--- src/rtl/neuron_input_sequencer.sv ---
// -----------------------------------------------------------------------------
// neuron_input_sequencer
//
// Upstream controller for math_calculation_core. For one neuron it walks N
// input/weight pairs out of the layer input and weight buffers, presents each
// pair to the core with a calculator_start pulse and waits for
// calculator_valid. After the last pair it pulses sigmoid_start and captures
// the activated result on sigmoid_valid. Each wait is bounded by
// TIMEOUT_CYCLES; an expired wait or a zero-length neuron ends with done and
// error together.
//
// Ports
//   clk, reset_b         clock, asynchronous active-low reset
//   start                1-cycle pulse that begins a neuron (ignored while busy)
//   num_inputs           pair count, sampled on an accepted start
//   in_base_addr         input buffer base address, sampled on an accepted start
//   wt_base_addr         weight buffer base address, sampled on an accepted start
//   in_rd_en/in_rd_addr  input buffer read port (data returns one cycle later)
//   in_rd_data           input buffer read data
//   wt_rd_en/wt_rd_addr  weight buffer read port (data returns one cycle later)
//   wt_rd_data           weight buffer read data
//   calculator_start     1-cycle pulse per pair to the core
//   sigmoid_start        1-cycle pulse to the core after the last pair
//   input_value          registered input word presented to the core
//   weight_value         registered weight word presented to the core
//   calculator_valid     core has accumulated the presented pair
//   sigmoid_valid        calculation_result is valid this cycle
//   calculation_result   activated neuron value from the core
//   busy                 high from an accepted start until done
//   done                 1-cycle pulse when the neuron finishes
//   error                qualifies done: timeout or num_inputs == 0
//   neuron_result        last successfully captured result
// -----------------------------------------------------------------------------
module neuron_input_sequencer #(
  parameter int NPU_DATA_WIDTH = 16,
  parameter int ADDR_WIDTH     = 8,
  parameter int CNT_WIDTH      = 8,
  parameter int TIMEOUT_CYCLES = 255
) (
  input  logic                      clk,
  input  logic                      reset_b,
  input  logic                      start,
  input  logic [CNT_WIDTH-1:0]      num_inputs,
  input  logic [ADDR_WIDTH-1:0]     in_base_addr,
  input  logic [ADDR_WIDTH-1:0]     wt_base_addr,
  output logic                      in_rd_en,
  output logic [ADDR_WIDTH-1:0]     in_rd_addr,
  input  logic [NPU_DATA_WIDTH-1:0] in_rd_data,
  output logic                      wt_rd_en,
  output logic [ADDR_WIDTH-1:0]     wt_rd_addr,
  input  logic [NPU_DATA_WIDTH-1:0] wt_rd_data,
  output logic                      calculator_start,
  output logic                      sigmoid_start,
  output logic [NPU_DATA_WIDTH-1:0] input_value,
  output logic [NPU_DATA_WIDTH-1:0] weight_value,
  input  logic                      calculator_valid,
  input  logic                      sigmoid_valid,
  input  logic [NPU_DATA_WIDTH-1:0] calculation_result,
  output logic                      busy,
  output logic                      done,
  output logic                      error,
  output logic [NPU_DATA_WIDTH-1:0] neuron_result
);

  localparam int TIMER_WIDTH = $clog2(TIMEOUT_CYCLES + 1);
  // The timer starts at 0 on wait entry, so the last allowed waiting cycle
  // is the one where it reads TIMEOUT_CYCLES-1.
  localparam logic [TIMER_WIDTH-1:0] TIMER_LAST = TIMER_WIDTH'(TIMEOUT_CYCLES - 1);

  typedef enum logic [2:0] {
    IDLE,
    FETCH,
    LOAD,
    MAC_START,
    MAC_WAIT,
    ACT_START,
    ACT_WAIT,
    DONE
  } state_t;

  state_t                  state;
  state_t                  state_next;
  logic [CNT_WIDTH-1:0]    num_q;
  logic [CNT_WIDTH-1:0]    idx;
  logic [ADDR_WIDTH-1:0]   in_base_q;
  logic [ADDR_WIDTH-1:0]   wt_base_q;
  logic [TIMER_WIDTH-1:0]  timer;
  logic                    err_q;
  logic                    last_pair;
  logic                    timer_expired;

  assign last_pair     = (CNT_WIDTH'(idx + 1'b1) == num_q);
  assign timer_expired = (timer == TIMER_LAST);

  // Buffer addresses wrap naturally at 2^ADDR_WIDTH.
  assign in_rd_addr = in_base_q + ADDR_WIDTH'(idx);
  assign wt_rd_addr = wt_base_q + ADDR_WIDTH'(idx);

  // ---------------------------------------------------------------------------
  // State register
  // ---------------------------------------------------------------------------
  // NOTE: sequential state uses non-blocking assignments so every register
  // samples the values from before the clock edge, independent of block order.
  always_ff @(posedge clk or negedge reset_b) begin
    if (!reset_b) begin
      state <= IDLE;
    end else begin
      state <= state_next;
    end
  end

  // ---------------------------------------------------------------------------
  // Next-state and Moore outputs
  // ---------------------------------------------------------------------------
  // NOTE: every signal written here gets a default first; a path that left
  // one unassigned would infer a latch.
  always_comb begin
    state_next       = state;
    in_rd_en         = 1'b0;
    wt_rd_en         = 1'b0;
    calculator_start = 1'b0;
    sigmoid_start    = 1'b0;
    busy             = 1'b1;
    done             = 1'b0;
    error            = 1'b0;

    case (state)
      IDLE: begin
        busy = 1'b0;
        if (start) begin
          state_next = (num_inputs == '0) ? DONE : FETCH;
        end
      end
      FETCH: begin
        in_rd_en   = 1'b1;
        wt_rd_en   = 1'b1;
        state_next = LOAD;
      end
      LOAD: begin
        state_next = MAC_START;
      end
      MAC_START: begin
        calculator_start = 1'b1;
        state_next       = MAC_WAIT;
      end
      MAC_WAIT: begin
        // A valid on the final allowed cycle takes priority over the timeout.
        if (calculator_valid) begin
          state_next = last_pair ? ACT_START : FETCH;
        end else if (timer_expired) begin
          state_next = DONE;
        end
      end
      ACT_START: begin
        sigmoid_start = 1'b1;
        state_next    = ACT_WAIT;
      end
      ACT_WAIT: begin
        if (sigmoid_valid || timer_expired) begin
          state_next = DONE;
        end
      end
      DONE: begin
        // start is deliberately not looked at here; the next neuron can only
        // be accepted from IDLE.
        busy       = 1'b0;
        done       = 1'b1;
        error      = err_q;
        state_next = IDLE;
      end
      default: begin
        state_next = IDLE;
      end
    endcase
  end

  // ---------------------------------------------------------------------------
  // Datapath: job parameters, pair index, wait timer and captured values
  // ---------------------------------------------------------------------------
  // NOTE: these are plain registers rather than a memory array, so they all
  // take the asynchronous reset and come up as zero.
  always_ff @(posedge clk or negedge reset_b) begin
    if (!reset_b) begin
      num_q         <= '0;
      idx           <= '0;
      in_base_q     <= '0;
      wt_base_q     <= '0;
      timer         <= '0;
      err_q         <= 1'b0;
      input_value   <= '0;
      weight_value  <= '0;
      neuron_result <= '0;
    end else begin
      case (state)
        IDLE: begin
          if (start) begin
            num_q     <= num_inputs;
            in_base_q <= in_base_addr;
            wt_base_q <= wt_base_addr;
            idx       <= '0;
            err_q     <= (num_inputs == '0);
          end
        end
        LOAD: begin
          input_value  <= in_rd_data;
          weight_value <= wt_rd_data;
        end
        MAC_START, ACT_START: begin
          timer <= '0;
        end
        MAC_WAIT: begin
          if (calculator_valid) begin
            idx <= CNT_WIDTH'(idx + 1'b1);
          end else begin
            timer <= TIMER_WIDTH'(timer + 1'b1);
            if (timer_expired) begin
              err_q <= 1'b1;
            end
          end
        end
        ACT_WAIT: begin
          if (sigmoid_valid) begin
            neuron_result <= calculation_result;
          end else begin
            timer <= TIMER_WIDTH'(timer + 1'b1);
            if (timer_expired) begin
              err_q <= 1'b1;
            end
          end
        end
        default: begin
        end
      endcase
    end
  end

endmodule

--- config.mk ---
export PLATFORM = sky130hd
export DESIGN_NAME = neuron_input_sequencer
export DESIGN_NICKNAME = d
export VERILOG_FILES = /design/src/rtl/neuron_input_sequencer.sv
export SDC_FILE = /design/constraint.sdc
export NUM_CORES = 1
export LEC_CHECK = 0
export BUFFER_PORTS_ARGS = -buffer_cell sky130_fd_sc_hd__buf_2
export CORE_AREA = 2 2 104 106
export CTS_CLUSTER_DIAMETER = 100
export DETAILED_ROUTE_END_ITERATION = 10
export DIE_AREA = 0 0 106 108
export PLACE_DENSITY = 0.71
export SLEW_MARGIN = 10
export SYNTH_ARGS = -nofsm -noshare
export SYNTH_HDL_FRONTEND = slang
export SYNTH_SLANG_ARGS = --single-unit
--- constraint.sdc ---
create_clock -name clk -period 1.89 [get_ports clk]
set_clock_uncertainty 0.2 [all_clocks]
set_input_delay 0.0945 -clock clk [delete_from_list [all_inputs] [get_ports clk]]
set_output_delay 0.0945 -clock clk [all_outputs]
set_load 0.01 [all_outputs]
# Word level (Yosys, flattened, before mapping)
# Index checks and enable logic that the tools add are counted.
# word_totals
n_memories,0
mem_bits_rw,0
mem_bits_ro,0
latchBits,0
elab_cells,67
register_bits,92
out_inout_bits,71
input_bits,77
# classes
n_bitwise,0
mul,0
mux,24
n_div,0
n_addsub,4
n_reduce_logical,14
n_lt_le_gt_ge,0
eq_ne,15
shifts,0
# op_table
cell,count
two-way mux 8 bit,4
case mux 3 bit (8 select lines),1
case mux 8 bit (3 select lines),1
two-way mux 3 bit,6
adder 8 x 1 -> 8 bit (second input constant),2
adder 8 bit,2
case mux 8 bit (2 select lines),1
== test 3 bit (second input constant),4
two-way mux 1 bit,10
!= test 2 bit (second input constant),5
AND reduction 3 bit,3
== test 8 bit,1
== test 8 bit (second input constant),1
zero test 8 bit,1
== test 3 x 2 -> 1 bit (second input constant),2
nonzero test 3 bit,2
AND reduction 2 bit,2
AND reduction 4 bit,1
OR reduction 2 bit,2
== test 3 x 1 -> 1 bit (second input constant),1
zero test 3 bit,1
!= test 3 bit (second input constant),1
case mux 1 bit (3 select lines),1
nonzero test 2 bit,1
logical OR 1 bit,1

# Depth between registers and ports, before layout
# logic_depth
ltp_word,5
depth_mapped,8
mapped_depth_nobuf,8

# Least setup slack after synthesis
# No wires, ideal clock.
# synth_timing
kind,register to output
start,register idx[0]
end,output port wt_rd_addr[6]
path_buffers,0
t_arrival_ns,1.803
stages_incl_launch_ff,9
path_slack_ns,-0.208
required_time_ns,1.595
cell_sequence,dfrtp_1 ha_1 inv_1 fa_1 nor2b_1 o21ai_0 a21boi_0 or4_1 nand3_1
# synth_via
elab_chain_len,1
# synth_rtl
item,line_no,text
"start, declared",84,logic [CNT_WIDTH-1:0] idx;
"start signal, assigned",213,idx <= CNT_WIDTH'(idx + 1'b1);
adder 8 bit,97,assign wt_rd_addr = wt_base_q + ADDR_WIDTH'(idx);
"end, declared",50,"output logic [ADDR_WIDTH-1:0] wt_rd_addr,"
# No other way between the ends.

# Final worst setup path
# layout_timing
start,register idx[0]
end,output port in_rd_addr[6]
# layout_via
elab_chain_len,1
# layout_rtl
item,line_no,text
adder 8 bit,96,assign in_rd_addr = in_base_q + ADDR_WIDTH'(idx);
"end, declared",47,"output logic [ADDR_WIDTH-1:0] in_rd_addr,"
# No other way between the ends.

==> results.sh <==
export IMPL_p_comb_frac=0.554
export IMPL_regArea_sq_um=2308
export IMPL_clk_pin_slew_ns=0.09
export IMPL_synth_adder_area_share=0.05674
export IMPL_layout_commonest_cell="buf_2"
export IMPL_start_util=0.4526
export IMPL_max_clock_freq_mhz=383.6
export IMPL_critPathKind="flop to output pin"
export IMPL_worstPathRequired_ns=1.60
export IMPL_clock_latency_ns=0.37
export IMPL_io_buffers=147
export IMPL_hold_viol_final=0
export IMPL_cts_buffer_depth=2
export IMPL_maxCapViolCount=0
export IMPL_critical_path_slowest_cell="dfrtp_2"
export IMPL_stdcell_count=811
export IMPL_period_share=1.379
export IMPL_internal_power_mw=6.614
export IMPL_multi_input_area_sq_um=2427
export IMPL_clkPwrFrac=0.123
export IMPL_power_switching_mw=4.182
export IMPL_syn_inst=404
export IMPL_fin_crit_ns=2.607
export IMPL_top_layer_used="met4"
export IMPL_drive_above_1_share=0.4978
export IMPL_max_vdd_ir_drop_mv=0.8067
export IMPL_final_area_sq_um=7111
export IMPL_place_ws_ns=-0.2379
export IMPL_seq_area_frac_synth=0.4972
export IMPL_path_cells="buf_4 > ha_4 > inv_2 > fa_2 > nor2b_2 > o21ai_2 > a21boi_2 > or4_4 > nand3_2 > buf_6"
export IMPL_synth_cell_types=48
export IMPL_numCtsBuffers=9
export IMPL_fp_row_count=37
export IMPL_avgViaCountPerCell=5.154
export IMPL_via_count=4180
export IMPL_diodes=0
export IMPL_yosys_warnings=0
export IMPL_wl_met2_microns=6629
export IMPL_slew_headroom=0.7147
export IMPL_grt_pass1_vias=4321
export IMPL_place_congestion=0.8754
export IMPL_power_leakage_nw=3.295
export IMPL_core_area_sq_um=10230
export IMPL_muxShareOfSynthArea=0.1675
export IMPL_grt_pass1_wl_microns=20470
export IMPL_violations="negative setup slack"
export IMPL_rsz0062_at_grt="true"
export IMPL_power_density_nw_per_um2=1518
export IMPL_syn_num_nets=500
export IMPL_swShare=0.3874
export IMPL_avgSynthCellArea_sq_um=11.46
export IMPL_grt_max_degree=33
export IMPL_wl_met3_microns=611
export IMPL_num_nets_final=766
export IMPL_wl_met1_microns=5506
export IMPL_drt_wl_total_microns=13000
export IMPL_rr_worst_depth=7
export IMPL_io_pins=148
export IMPL_cp_start_kind="flop"
export IMPL_die_w_microns=106
export IMPL_synth_area_sq_um=4631
export IMPL_r2r_slack_ns=-0.02
export IMPL_max_stage_delay_ns=0.45
export IMPL_fin_ws_ns=-0.7171
export IMPL_hp_class="input pin to asynchronous set/reset pin"
export IMPL_tightest_slew_ns=0.4240
export IMPL_synth_compound_area_frac=0.1011
export IMPL_synthXorXnorAreaFrac=0.03594
export IMPL_antenna_left=0
export IMPL_syn_to_final_growth_pct=53.55
export IMPL_cts_sinks=92
export IMPL_synth_simple_area_share=0.1081
export IMPL_reg2reg_to="state[2]$_DFFE_PN0P_"
export IMPL_slew_viol_final=0
export IMPL_antenna_found_initial=0
export IMPL_htreeDepth=3
export IMPL_chipHeight_microns=108
export IMPL_dieArea_sq_um=11450
export IMPL_finalSetupViolations=15
export IMPL_status="complete, but fails checks"
export IMPL_seq_power_share=0.322
export IMPL_place_area_sq_um=5837
export IMPL_placed_cells=711
export IMPL_wl_per_cell_microns=16.03
export IMPL_r2r_start="idx[0]$_DFFE_PN0P_"
export IMPL_nFillCells=737
export IMPL_drtIter0Drc=107
export IMPL_hpwlAfterDp_microns=8405
export IMPL_synth_seq_cells=92
export IMPL_cts_root_buf="clkbuf_8"
export IMPL_cts_tree="built"
export IMPL_fin_setup_tns_ns=-5.491
export IMPL_worstPathMaxFanout=3
export IMPL_drc_errors=0
export IMPL_cp_end_kind="output pin"
export IMPL_grt_overflow=0
export IMPL_mostFrequentLayoutCells="142 x buf_2, 87 x dfrtp_1, 76 x dlygate4sd3_1, 66 x mux2_2, 42 x buf_4"
export IMPL_synth_top_family_by_area="multiplexers"
export IMPL_cp_arrival_ns=2.31
export IMPL_grt_usage=0.2271
export IMPL_firstDrtPassIters=4
-- sequential cells by signal, indices dropped and copies added (netlist names) --
register	count
err_q	1
idx	8
in_base_q	8
input_value	16
neuron_result	16
num_q	8
state	3
timer	8
weight_value	16
wt_base_q	8
-- through the flow --
| step | util | hold WS [ns] | power, mW |
|---|---|---|---|
| finish | 0.6950 | 0.08095 | 10.80 |
| global route | 0.6950 | 0.09433 | 11.52 |
| CTS | 0.6735 | 0.04696 | 10.25 |
| detailed placement | 0.5705 | -0.1469 | 8.571 |
| global placement | 0.5705 | -0.1540 | 8.384 |
| floorplan | - | -0.4011 | 6.524 |
-- Yosys cell counts (all sizes together) --
cell type / count / area [sq um]
nand4: 3 / 18.77
nor3: 7 / 40.04
or3: 1 / 6.260
o221ai: 2 / 17.52
nor3b: 1 / 7.510
nor4: 5 / 31.28
and2: 8 / 50.05
nand2b: 5 / 38.78
o21ai: 32 / 160.2
o21a: 1 / 7.510
o21bai: 1 / 7.510
o31ai: 11 / 82.58
a31oi: 3 / 18.77
o211ai: 2 / 15.01
a21o: 1 / 7.510
a21boi: 2 / 15.01
ha: 17 / 212.7
clkbuf: 2 / 7.510
xnor2: 14 / 122.6
o41ai: 3 / 33.79
inv: 18 / 67.56
nor2: 25 / 108.9
a2111oi: 1 / 15.01
a21oi: 11 / 55.05
a31o: 1 / 8.760
maj3: 1 / 10.01
mux2: 68 / 765.7
fa: 2 / 40.04
nand2: 19 / 71.32
mux2i: 1 / 10.01
xor2: 5 / 43.79
dfrtp: 92 / 2302
a211oi: 2 / 15.01
and3: 3 / 18.77
buf: 14 / 80.08
o31a: 1 / 8.760
nand3: 14 / 75.07
nor2b: 3 / 18.77
or4: 2 / 15.01
-- how the worst max path moves through the flow --
stage	start	cells past startpoint	endpoint	slack (ns)
detailed placement	idx[0]$_DFFE_PN0P_	9	in_rd_addr[6]	-0.24
floorplan	idx[0]$_DFFE_PN0P_	8	wt_rd_addr[6]	-0.1
CTS	idx[0]$_DFFE_PN0P_	9	wt_rd_addr[6]	-0.63
finish	idx[0]$_DFFE_PN0P_	10	in_rd_addr[6]	-0.72
global route	idx[0]$_DFFE_PN0P_	9	wt_rd_addr[6]	-0.79
global placement	idx[0]$_DFFE_PN0P_	9	in_rd_addr[6]	-0.18
-- final cells by class --
class | count | area share
multi-input combinational | 278 | 0.3414
sequential | 92 | 0.3247
timing repair buffer | 271 | 0.2736
tap | 136 | 0.02393
clock buffer | 9 | 0.01742
clock inverter | 7 | 0.009502
inverter | 18 | 0.009502
-- cell families (layout without fill, tap and decap cells) --
| family | after synthesis | in the layout |
|---|---|---|
| and+or+nand+nor | 96 | 96 |
| muxes | 69 | 69 |
| adders and majority gates | 20 | 20 |
| xor gates and xnor gates | 19 | 19 |
| AOI/OAI and AO/OA | 74 | 74 |
| buffers and inverters | 34 | 305 |
| DFF | 92 | 92 |
-- critical path, delay by kind of cell, from the launching register on --
kind,cells,cell delay (ns)
buffers and inverters,3,0.30
adders and majority gates,2,0.35
AOI/OAI and AO/OA,2,0.24
and+or+nand+nor,3,0.59
DFF,1,0.45
-- power by group through the flow --
stage          clock [mW]  combinational (mW)  sequential, mW
6_report             1.33                5.99            3.48
5_1_grt              1.45                6.48            3.59
4_1_cts              1.35                5.47            3.42
3_5_place_dp            0                5.14            3.44
3_3_place_gp            0                5.00            3.38
2_1_floorplan           0                2.94            3.59
-- layer usage --
| metal | GRT usage | up-vias |
|---|---|---|
| met4 | 0.08929 | 0 |
| li1 | - | 1978 |
| met5 | 0 | - |
| met3 | 0.04521 | 21 |
| met1 | 0.2677 | 2054 |
| met2 | 0.4092 | 127 |
-- timing repair --
item	CTS	global route
pin swaps	8	15
resized for setup	14	42
hold endpoints to repair	172	0
hold buffers	77	0
buffers inserted	2	7
setup endpoints to repair	23	76
Power figures use the tool's default switching activity.
